$ cat src/rtl/wb_arb_pkg.sv
// Shared types and helpers for the round-robin Wishbone arbiter with watchdog.
//   arb_state_e : arbiter FSM states
//   CTI_*       : Wishbone B3 cycle type encodings
//   clog2       : ceiling log2 for sizing index and counter fields
package wb_arb_pkg;

    typedef enum logic [1:0] {
        ST_IDLE  = 2'd0,
        ST_BUSY  = 2'd1,
        ST_ABORT = 2'd2
    } arb_state_e;

    localparam logic [2:0] CTI_CLASSIC = 3'b000;
    localparam logic [2:0] CTI_INCR    = 3'b010;
    localparam logic [2:0] CTI_EOB     = 3'b111;

    // Ceiling log2; returns 0 for v <= 1.
    function automatic int unsigned clog2(input int unsigned v);
        int unsigned r;
        r = 0;
        for (int unsigned p = 1; p < v; p = p << 1) begin
            r = r + 1;
        end
        return r;
    endfunction

endpackage

$ cat src/rtl/rr_prio_pick.sv
// Combinational round-robin picker.
//   req_i   : request vector, one bit per requester
//   last_i  : index of the most recent winner
//   valid_o : at least one request is present
//   idx_o   : first requester found scanning last_i+1, last_i+2, ... (mod N)
module rr_prio_pick
    import wb_arb_pkg::*;
#(
    parameter  int unsigned N  = 2,
    localparam int unsigned IW = (N > 1) ? clog2(N) : 1
) (
    input  logic [N-1:0]  req_i,
    input  logic [IW-1:0] last_i,
    output logic          valid_o,
    output logic [IW-1:0] idx_o
);

    // Walk offsets from farthest to nearest so the nearest requester is written last.
    always_comb begin
        int unsigned   j;
        logic [IW-1:0] jj;
        valid_o = 1'b0;
        idx_o   = '0;
        j       = 0;
        jj      = '0;
        for (int unsigned k = N; k >= 1; k--) begin
            j  = (32'(last_i) + k) % N;
            jj = IW'(j);
            if (req_i[jj]) begin
                valid_o = 1'b1;
                idx_o   = jj;
            end
        end
    end

endmodule

$ cat src/rtl/wb_rr_arbiter_wdt.sv
// Round-robin Wishbone B3 arbiter sharing one slave between NUM_MASTERS masters,
// with a bus watchdog that aborts unanswered accesses after TIMEOUT wait cycles.
//   wb_clk_i / wb_rst_i : clock, synchronous active-high reset
//   wbm_*_i / wbm_*_o   : packed per-master buses, master i at [i*W +: W]
//   wbs_*_o / wbs_*_i   : shared slave request / response
//   grant_o             : one-hot owner (0 when idle)
//   timeout_o           : one-cycle pulse on each watchdog abort
module wb_rr_arbiter_wdt
    import wb_arb_pkg::*;
#(
    parameter int unsigned NUM_MASTERS = 2,
    parameter int unsigned DW          = 32,
    parameter int unsigned AW          = 32,
    parameter int unsigned TIMEOUT     = 255
) (
    input  logic                        wb_clk_i,
    input  logic                        wb_rst_i,

    input  logic [NUM_MASTERS*AW-1:0]   wbm_adr_i,
    input  logic [NUM_MASTERS*DW-1:0]   wbm_dat_i,
    input  logic [NUM_MASTERS*DW/8-1:0] wbm_sel_i,
    input  logic [NUM_MASTERS-1:0]      wbm_we_i,
    input  logic [NUM_MASTERS-1:0]      wbm_cyc_i,
    input  logic [NUM_MASTERS-1:0]      wbm_stb_i,
    input  logic [NUM_MASTERS*3-1:0]    wbm_cti_i,
    input  logic [NUM_MASTERS*2-1:0]    wbm_bte_i,
    output logic [NUM_MASTERS*DW-1:0]   wbm_dat_o,
    output logic [NUM_MASTERS-1:0]      wbm_ack_o,
    output logic [NUM_MASTERS-1:0]      wbm_err_o,
    output logic [NUM_MASTERS-1:0]      wbm_rty_o,

    output logic [AW-1:0]               wbs_adr_o,
    output logic [DW-1:0]               wbs_dat_o,
    output logic [DW/8-1:0]             wbs_sel_o,
    output logic                        wbs_we_o,
    output logic                        wbs_cyc_o,
    output logic                        wbs_stb_o,
    output logic [2:0]                  wbs_cti_o,
    output logic [1:0]                  wbs_bte_o,
    input  logic [DW-1:0]               wbs_dat_i,
    input  logic                        wbs_ack_i,
    input  logic                        wbs_err_i,
    input  logic                        wbs_rty_i,

    output logic [NUM_MASTERS-1:0]      grant_o,
    output logic                        timeout_o
);

    localparam int unsigned SW   = DW / 8;
    localparam int unsigned IW   = (NUM_MASTERS > 1) ? clog2(NUM_MASTERS) : 1;
    localparam int unsigned CW_R = clog2(TIMEOUT + 1);
    localparam int unsigned CW   = (CW_R > 0) ? CW_R : 1;

    localparam logic [CW-1:0] WDT_LAST = (TIMEOUT == 0) ? '0 : CW'(TIMEOUT - 1);
    localparam logic [CW-1:0] WDT_MAX  = '1;

    arb_state_e    state_q, state_d;
    logic [IW-1:0] gnt_q, gnt_d;
    logic [IW-1:0] last_q, last_d;
    logic [CW-1:0] wdt_q, wdt_d;

    logic          pick_valid;
    logic [IW-1:0] pick_idx;
    logic [IW-1:0] src;
    logic          resp;

    // Per-master views of the packed request buses.
    logic [AW-1:0] adr_a [NUM_MASTERS];
    logic [DW-1:0] dat_a [NUM_MASTERS];
    logic [SW-1:0] sel_a [NUM_MASTERS];
    logic [2:0]    cti_a [NUM_MASTERS];
    logic [1:0]    bte_a [NUM_MASTERS];

    for (genvar i = 0; i < NUM_MASTERS; i++) begin : g_unpack
        assign adr_a[i] = wbm_adr_i[i*AW +: AW];
        assign dat_a[i] = wbm_dat_i[i*DW +: DW];
        assign sel_a[i] = wbm_sel_i[i*SW +: SW];
        assign cti_a[i] = wbm_cti_i[i*3 +: 3];
        assign bte_a[i] = wbm_bte_i[i*2 +: 2];
    end

    rr_prio_pick #(
        .N (NUM_MASTERS)
    ) u_pick (
        .req_i   (wbm_cyc_i),
        .last_i  (last_q),
        .valid_o (pick_valid),
        .idx_o   (pick_idx)
    );

    // State, owner, rotation pointer and watchdog registers.
    always_ff @(posedge wb_clk_i) begin
        if (wb_rst_i) begin
            state_q <= ST_IDLE;
            gnt_q   <= '0;
            last_q  <= IW'(NUM_MASTERS - 1);
            wdt_q   <= '0;
        end else begin
            state_q <= state_d;
            gnt_q   <= gnt_d;
            last_q  <= last_d;
            wdt_q   <= wdt_d;
        end
    end

    // Next-state, watchdog and response routing.
    always_comb begin
        state_d   = state_q;
        gnt_d     = gnt_q;
        last_d    = last_q;
        wdt_d     = '0;
        src       = '0;
        wbs_cyc_o = 1'b0;
        wbs_stb_o = 1'b0;
        wbm_ack_o = '0;
        wbm_err_o = '0;
        wbm_rty_o = '0;
        grant_o   = '0;
        timeout_o = 1'b0;
        resp      = wbs_ack_i | wbs_err_i | wbs_rty_i;

        unique case (state_q)
            ST_IDLE: begin
                if (pick_valid) begin
                    state_d = ST_BUSY;
                    gnt_d   = pick_idx;
                    last_d  = pick_idx;
                end
            end

            ST_BUSY: begin
                src               = gnt_q;
                grant_o           = NUM_MASTERS'(1) << gnt_q;
                wbs_cyc_o         = wbm_cyc_i[gnt_q];
                wbs_stb_o         = wbm_stb_i[gnt_q];
                wbm_ack_o[gnt_q]  = wbs_ack_i;
                wbm_err_o[gnt_q]  = wbs_err_i;
                wbm_rty_o[gnt_q]  = wbs_rty_i;
                if (!wbm_cyc_i[gnt_q]) begin
                    state_d = ST_IDLE;
                end else if (wbm_stb_i[gnt_q] && !resp) begin
                    // A response on the last allowed wait cycle wins over the abort.
                    if ((TIMEOUT != 0) && (wdt_q == WDT_LAST)) begin
                        state_d = ST_ABORT;
                    end else if (wdt_q != WDT_MAX) begin
                        wdt_d = wdt_q + CW'(1);
                    end else begin
                        wdt_d = wdt_q;
                    end
                end
            end

            ST_ABORT: begin
                // Slave is cut off for one cycle; its late responses are dropped.
                src              = gnt_q;
                grant_o          = NUM_MASTERS'(1) << gnt_q;
                wbm_err_o[gnt_q] = 1'b1;
                timeout_o        = 1'b1;
                state_d          = wbm_cyc_i[gnt_q] ? ST_BUSY : ST_IDLE;
            end

            default: begin
                state_d = ST_IDLE;
            end
        endcase

        // Reset silences the bus in the same cycle it is asserted.
        if (wb_rst_i) begin
            src       = '0;
            wbs_cyc_o = 1'b0;
            wbs_stb_o = 1'b0;
            wbm_ack_o = '0;
            wbm_err_o = '0;
            wbm_rty_o = '0;
            grant_o   = '0;
            timeout_o = 1'b0;
        end
    end

    // Slave request fields follow the owner (master 0 when idle).
    assign wbs_adr_o = adr_a[src];
    assign wbs_dat_o = dat_a[src];
    assign wbs_sel_o = sel_a[src];
    assign wbs_we_o  = wbm_we_i[src];
    assign wbs_cti_o = cti_a[src];
    assign wbs_bte_o = bte_a[src];

    // Read data is broadcast; only the owner sees an ack.
    assign wbm_dat_o = {NUM_MASTERS{wbs_dat_i}};

endmodule

$ cat config.mk
export PLATFORM = sky130hd
export DESIGN_NAME = wb_rr_arbiter_wdt
export DESIGN_NICKNAME = d
export VERILOG_FILES = /design/src/rtl/wb_arb_pkg.sv /design/src/rtl/rr_prio_pick.sv /design/src/rtl/wb_rr_arbiter_wdt.sv
export SDC_FILE = /design/constraint.sdc
export NUM_CORES = 1
export LEC_CHECK = 0
export ABC_AREA = 1
export CORE_AREA = 5 5 128 130
export DETAILED_ROUTE_END_ITERATION = 6
export DIE_AREA = 0 0 133 135
export HOLD_SLACK_MARGIN = 0.1
export PLACE_DENSITY = 0.67
export SETUP_SLACK_MARGIN = 0.5
export SLEW_MARGIN = 20
export SYNTH_ARGS = -nofsm -noshare
export SYNTH_HDL_FRONTEND = slang
export SYNTH_SLANG_ARGS = --single-unit
export TNS_END_PERCENT = 30
$ cat constraint.sdc
create_clock -name wb_clk_i -period 1.95 [get_ports wb_clk_i]
set_input_delay 0.39 -clock wb_clk_i [delete_from_list [all_inputs] [get_ports wb_clk_i]]
set_output_delay 0.39 -clock wb_clk_i [all_outputs]
set_load 0.03 [all_outputs]
; Yosys cells after proc, flatten, opt, wreduce, memory -nomap -nowiden
; Cells that the tools add are included.
; Widths: inputs -> output; s select.
[word_totals]
reg_bits = 12
wordCells = 91
[op_classes]
add_sub_neg = 3
magnitude_cmp = 6
eq_ne = 7
n_shift = 1
mux = 53
bitwise = 9
reduce_logical = 8
[ops]
columns = op, count
row1 = $mux 32, 6
row2 = $mux 2, 14
row3 = $mux 1, 24
row4 = $mux 4, 3
row5 = $mux 3, 3
row6 = $add 8x1->8 const B, 1
row7 = $eq 8x8->1 const B, 1
row8 = $lt 1x2->1 const B, 4
row9 = $ne 8x8->1 const B, 1
row10 = $and 2x2->2, 3
row11 = $ne 3x3->1 const B, 2
row12 = $pmux 2 s3, 1
row13 = $reduce_or 5->1, 1
row14 = $pmux 2 s2, 1
row15 = $not 1->1, 3
row16 = $reduce_and 3->1, 1
row17 = $add 1x1->1 const B, 2
row18 = $eq 2x1->1 const B, 1
row19 = $eq 2x2->1 const B, 1
row20 = $ge 2x2->1 const B, 1
row21 = $logic_and 1x1->1, 2
row22 = $logic_not 2->1, 1
row23 = $ne 2x2->1 const B, 1
row24 = $not 1->2, 1
row25 = other kinds (7), 8

; Depth between registers and ports, before layout
[logic_depth]
word_depth = 8
ltp_mapped = 10
mapped_depth_nobuf = 10

; Cells and area by module
; A second synthesis with hierarchy kept.
[hier_totals]
hier_cells = 446
hier_area_um2 = 2373.5
[modules_own_cells]
columns = module, n_inst, cells_each, area_each_um2
row1 = wb_rr_arbiter_wdt, 1, 443, 2358.5
row2 = rr_prio_pick, 1, 3, 15.0

; Worst setup path before layout
; No wires, ideal clock.
[synth_path]
kind = reg2out
from = register state_q[0]
to = output port wbm_err_o[0]
arrival_ns = 1.762
required_time_ns = 1.560
path_slack_ns = -0.202
stages_incl_launch_ff = 5
cell_sequence = dfxtp_1 -> inv_1 -> ha_1 -> inv_1 -> nor4_1
[synth_between]
elab_chain_len = 3
[synth_rtl]
columns = element, line
row1 = "start, declared", wb_rr_arbiter_wdt.sv:57  ; arb_state_e state_q, state_d;
row2 = "start signal, assigned", wb_rr_arbiter_wdt.sv:99  ; state_q <= state_d;
row3 = $eq 2x2->1 / $eq 2x1->1 (equally long branches), wb_rr_arbiter_wdt.sv:122  ; unique case (state_q)
row4 = $pmux 2 s2 *, wb_rr_arbiter_wdt.sv:122
row5 = $mux 2 *, wb_rr_arbiter_wdt.sv:168  ; if (wb_rst_i) begin
row6 = "end, declared", wb_rr_arbiter_wdt.sv:29  ; output logic [NUM_MASTERS-1:0] wbm_err_o,
; Mark *: on every way between the ends. The rest lies on a longest branch, timed or not.

; Final worst setup path
[layout_path]
from = register state_q[1]
to = output port wbs_dat_o[8]
[layout_between]
elab_chain_len = 8
[layout_rtl]
columns = element, line
row1 = $eq 2x1->1 / $eq 2x2->1 (equally long branches), wb_rr_arbiter_wdt.sv:122
row2 = $reduce_or 2->1 (no source line) *, --
row3 = $mux 1 *, wb_rr_arbiter_wdt.sv:122
row4 = $mux 1 *, wb_rr_arbiter_wdt.sv:168
row5 = $not 1->2 (not written as such) *, wb_rr_arbiter_wdt.sv:182  ; assign wbs_dat_o = dat_a[src];
row6 = $mux 32 (not written as such) * (3 in a row), wb_rr_arbiter_wdt.sv:182
row7 = "end, declared", wb_rr_arbiter_wdt.sv:33  ; output logic [DW-1:0] wbs_dat_o,
; Mark *: on every way between the ends. The rest lies on a longest branch, timed or not. The select of a mux whose other input is x is not followed.

==> results.toml <==
[global_route]
antenna_found_initial = 1
grt_pass1_vias = 3303
met3_usage_pct = 8.08
grt_overflow_total = 0
grt.met1_usage_pct = 16.5
grtUsageMet2_pct = 23.8
grt_use_total_pct = 14.4
grt_pass1_wl_mm = 20.3
grt_busiest_layer = "met2"
grt_max_degree = 35

[power]
p_leak_nw = 2.74
power.share.clock_pct = 12.1
power_density_nw_per_um2 = 594
p_int_mw = 1.91
p_comb_share_pct = 79.5
switchingPower_mw = 1.64
peakVddDrop_v = 0.000560
switching_share_pct = 46.3
power_mw = 3.55
p_seq_share_pct = 8.4

[final_layout]
fillerInstances = 1496
final_cell_mix = "clkdlybuf4s50_1 (150), nand2_1 (103), nand2_4 (78)"
drive_gt1_share_pct = 49.5
area_delta_synth_final_pct = 156
nets = 829
n_antenna_cell = 0
final_common_cell = "clkdlybuf4s50_1"
final_cell_area_um2 = 5980

[detailed_routing]
antenna_left = 0
drt-total-wl_mm = 14.5
drtIter0Drc = 82
drt_pass1_iterations = 4
viasPerCell = 4.15
vias = 3406
drc_errors = 0
avgRoutedWirePerCell_um = 17.6

[placed_design]
io_buffers = 241
dp_slack_ns = -0.277
dp_hpwl_mm = 10.7
gp_congestion = 0.870
dpl_cell_area_um2 = 4770

[die]
core.rowCount = 45
die_w_um = 133
ios = 338
die_h_um = 135
core-area_um2 = 15000
start_util_pct = 15.5
die_area_um2 = 18000

[clock_tree]
h-tree-depth = 1
clk_latency_ns = 0.25
path_clk_slew_ns = 0.05
cts_buffer_depth = 2
cts.sinks = 12
cts_tree = "built"
cts_root_buf = "clkbuf_16"
cts_buffers = 3

[critical_path]
worstSetupPathDepth = 10
crit_buf_inv = 6
path_cells = "inv_2, ha_4, inv_6, nor2_4, buf_12, buf_12, buf_12, nand2_2, nand2_4, buf_6"
rr_worst_depth = 9
start_kind = "flop"
path_common_cell = "buf_12"
slowest_stage = "dfxtp_2"
regToRegSetupSlack_ns = 0.38
critical_path.max_fanout = 6
rr_endpoint = "wdt_q[1]$_SDFFE_PP0P_"
cp_slowest_stage_delay_ns = 0.33
required_ns = 1.56
critPathKind = "reg2out"
path_delay_family = "buffers and inverters"
arrival_ns = 1.76
r2r-start = "state_q[1]$_SDFFE_PP0P_"
cp-end-kind = "output port"

[timing]
tightest_slew_ns = 0.252
fin_crit_ns = 2.15
whs_ns = 0.499
rsz0062_at_grt = "yes"
timing.fmax_mhz = 466
maxSlewViolCount = 0
maxSlewHeadroom_pct = 83.1
period_share_pct = 110
fin_ws_ns = -0.195
fin_skew_ns = 0.00321
finalHoldViolCount = 0
setup_viol = 75
tns_ns = -10.40

[run_status]
violations = "negative setup slack"
outcome = "complete, but fails checks"

[yosys]
syn-num-nets = 634
synth-seq-cells = 12
syn_area_um2 = 2330
synth.avg_cell_area_um2 = 5.32
yosysUniqueCellTypes = 25
seq_area_frac_synth_pct = 10.3
synthCells = 438
yosysWarnings = 0

[hold_path]
min_path_type = "reg2reg"
holdPathEnd = "last_q$_SDFFE_PP1P_"
hold_depth = 2
hp-start = "last_q$_SDFFE_PP1P_"

[flow_run]
drv_cap = 0
==> synth_stat cells <==
cell | n | area share (%)
nand3_1 | 9 | 1.9
o22ai_1 | 1 | 0.27
nor3b_1 | 1 | 0.32
xnor2_1 | 1 | 0.38
nor2_1 | 16 | 2.6
inv_2 | 2 | 0.32
inv_1 | 25 | 4.0
nor4_1 | 3 | 0.81
dfxtp_1 | 12 | 10
nor2_2 | 1 | 0.27
inv_4 | 1 | 0.27
a21oi_1 | 8 | 1.7
o21ai_0 | 5 | 1.1
nor2_4 | 1 | 0.48
and2_1 | 1 | 0.27
ha_1 | 7 | 3.8
o211ai_1 | 2 | 0.64
buf_4 | 70 | 23
xor2_1 | 2 | 0.75
nor3_4 | 1 | 0.70
buf_6 | 7 | 3.4
buf_2 | 5 | 1.1
nor3_1 | 3 | 0.64
nand2_1 | 253 | 41
nand3_4 | 1 | 0.75
==> per-layer routing <==
| layer | part of all wire, % | vias to the layer above |
|---|---|---|
| met4 | 1.3 | 2 |
| met3 | 13 | 13 |
| met1 | 38 | 1527 |
| li1 | - | 1647 |
| met5 | 0.090 | - |
| met2 | 48 | 217 |
==> kinds of logic (layout without fill, tap and decap cells) <==
family / Yosys count / after routing / share of synthesized area [%]
AO/OA/AOI/OAI: 16 / 16 / 3.70
buffers and inverters: 110 / 304 / 31.6
adder cells (fa/ha/maj): 7 / 7 / 3.76
flip-flops: 12 / 12 / 10.3
AND/OR/NAND/NOR: 290 / 290 / 49.5
XOR/XNOR: 3 / 3 / 1.13
==> stage by stage <==
stage | utilization [%] | instances
after floorplan | - | 438
after global placement | 31.8 | 798
after detailed placement | 31.8 | 798
after CTS | 37.3 | 816
after global routing | 39.8 | 820
final | 39.8 | 820
==> how the worst max path moves through the flow <==
stage	from	to	slack (ns)
2_1_floorplan	state_q[0]$_SDFFE_PP0P_	wbs_adr_o[10]	0.25
3_3_place_gp	wb_rst_i	wbs_adr_o[30]	-0.25
3_5_place_dp	wb_rst_i	wbs_adr_o[16]	-0.28
4_1_cts	state_q[0]$_SDFFE_PP0P_	wbs_dat_o[6]	-0.20
5_1_grt	state_q[0]$_SDFFE_PP0P_	wbs_dat_o[6]	-0.26
6_report	state_q[1]$_SDFFE_PP0P_	wbs_dat_o[8]	-0.20
==> final cells by class <==
cell class | instances | area (um2) | area share [%]
Clock buffer | 4 | 88.8 | 1.49
Inverter | 28 | 138 | 2.30
Multi-Input combinational cell | 316 | 2310 | 38.7
Sequential cell | 12 | 244 | 4.08
Tap cell | 188 | 235 | 3.94
Timing Repair Buffer | 272 | 2960 | 49.5
==> flip-flops by register name (all words and copies together) (netlist names) <==
signal / count
state_q: 2
wdt_q: 8
last_q: 1
gnt_q: 1
==> power groups by stage <==
| stage | clock (mW) | combinational, mW | sequential [mW] |
|---|---|---|---|
| 5_1_grt | 0.453 | 2.99 | 0.303 |
| 6_report | 0.428 | 2.82 | 0.298 |
| 4_1_cts | 0.437 | 2.61 | 0.298 |
| 3_5_place_dp | 0 | 2.13 | 0.304 |
| 3_3_place_gp | 0 | 2.12 | 0.304 |
| 2_1_floorplan | 0 | 1.51 | 0.304 |
==> worst reg2reg max path, delay by kind of cell, from the launching register on <==
kind	cells	cell delay (ns)
fa+ha+maj	1	0.16
buf+inv	5	0.51
flops	1	0.32
simple gates	3	0.51
==> what timing repair did <==
item                       4_1_cts  5_1_grt
gates resized for setup        151       90
cloned                           7        2
pin swaps                       29       30
buffers inserted                 7        2
hold buffers                     0        0
setup endpoints to repair       95       94
No activity file was read; power rests on OpenSTA's default activity.
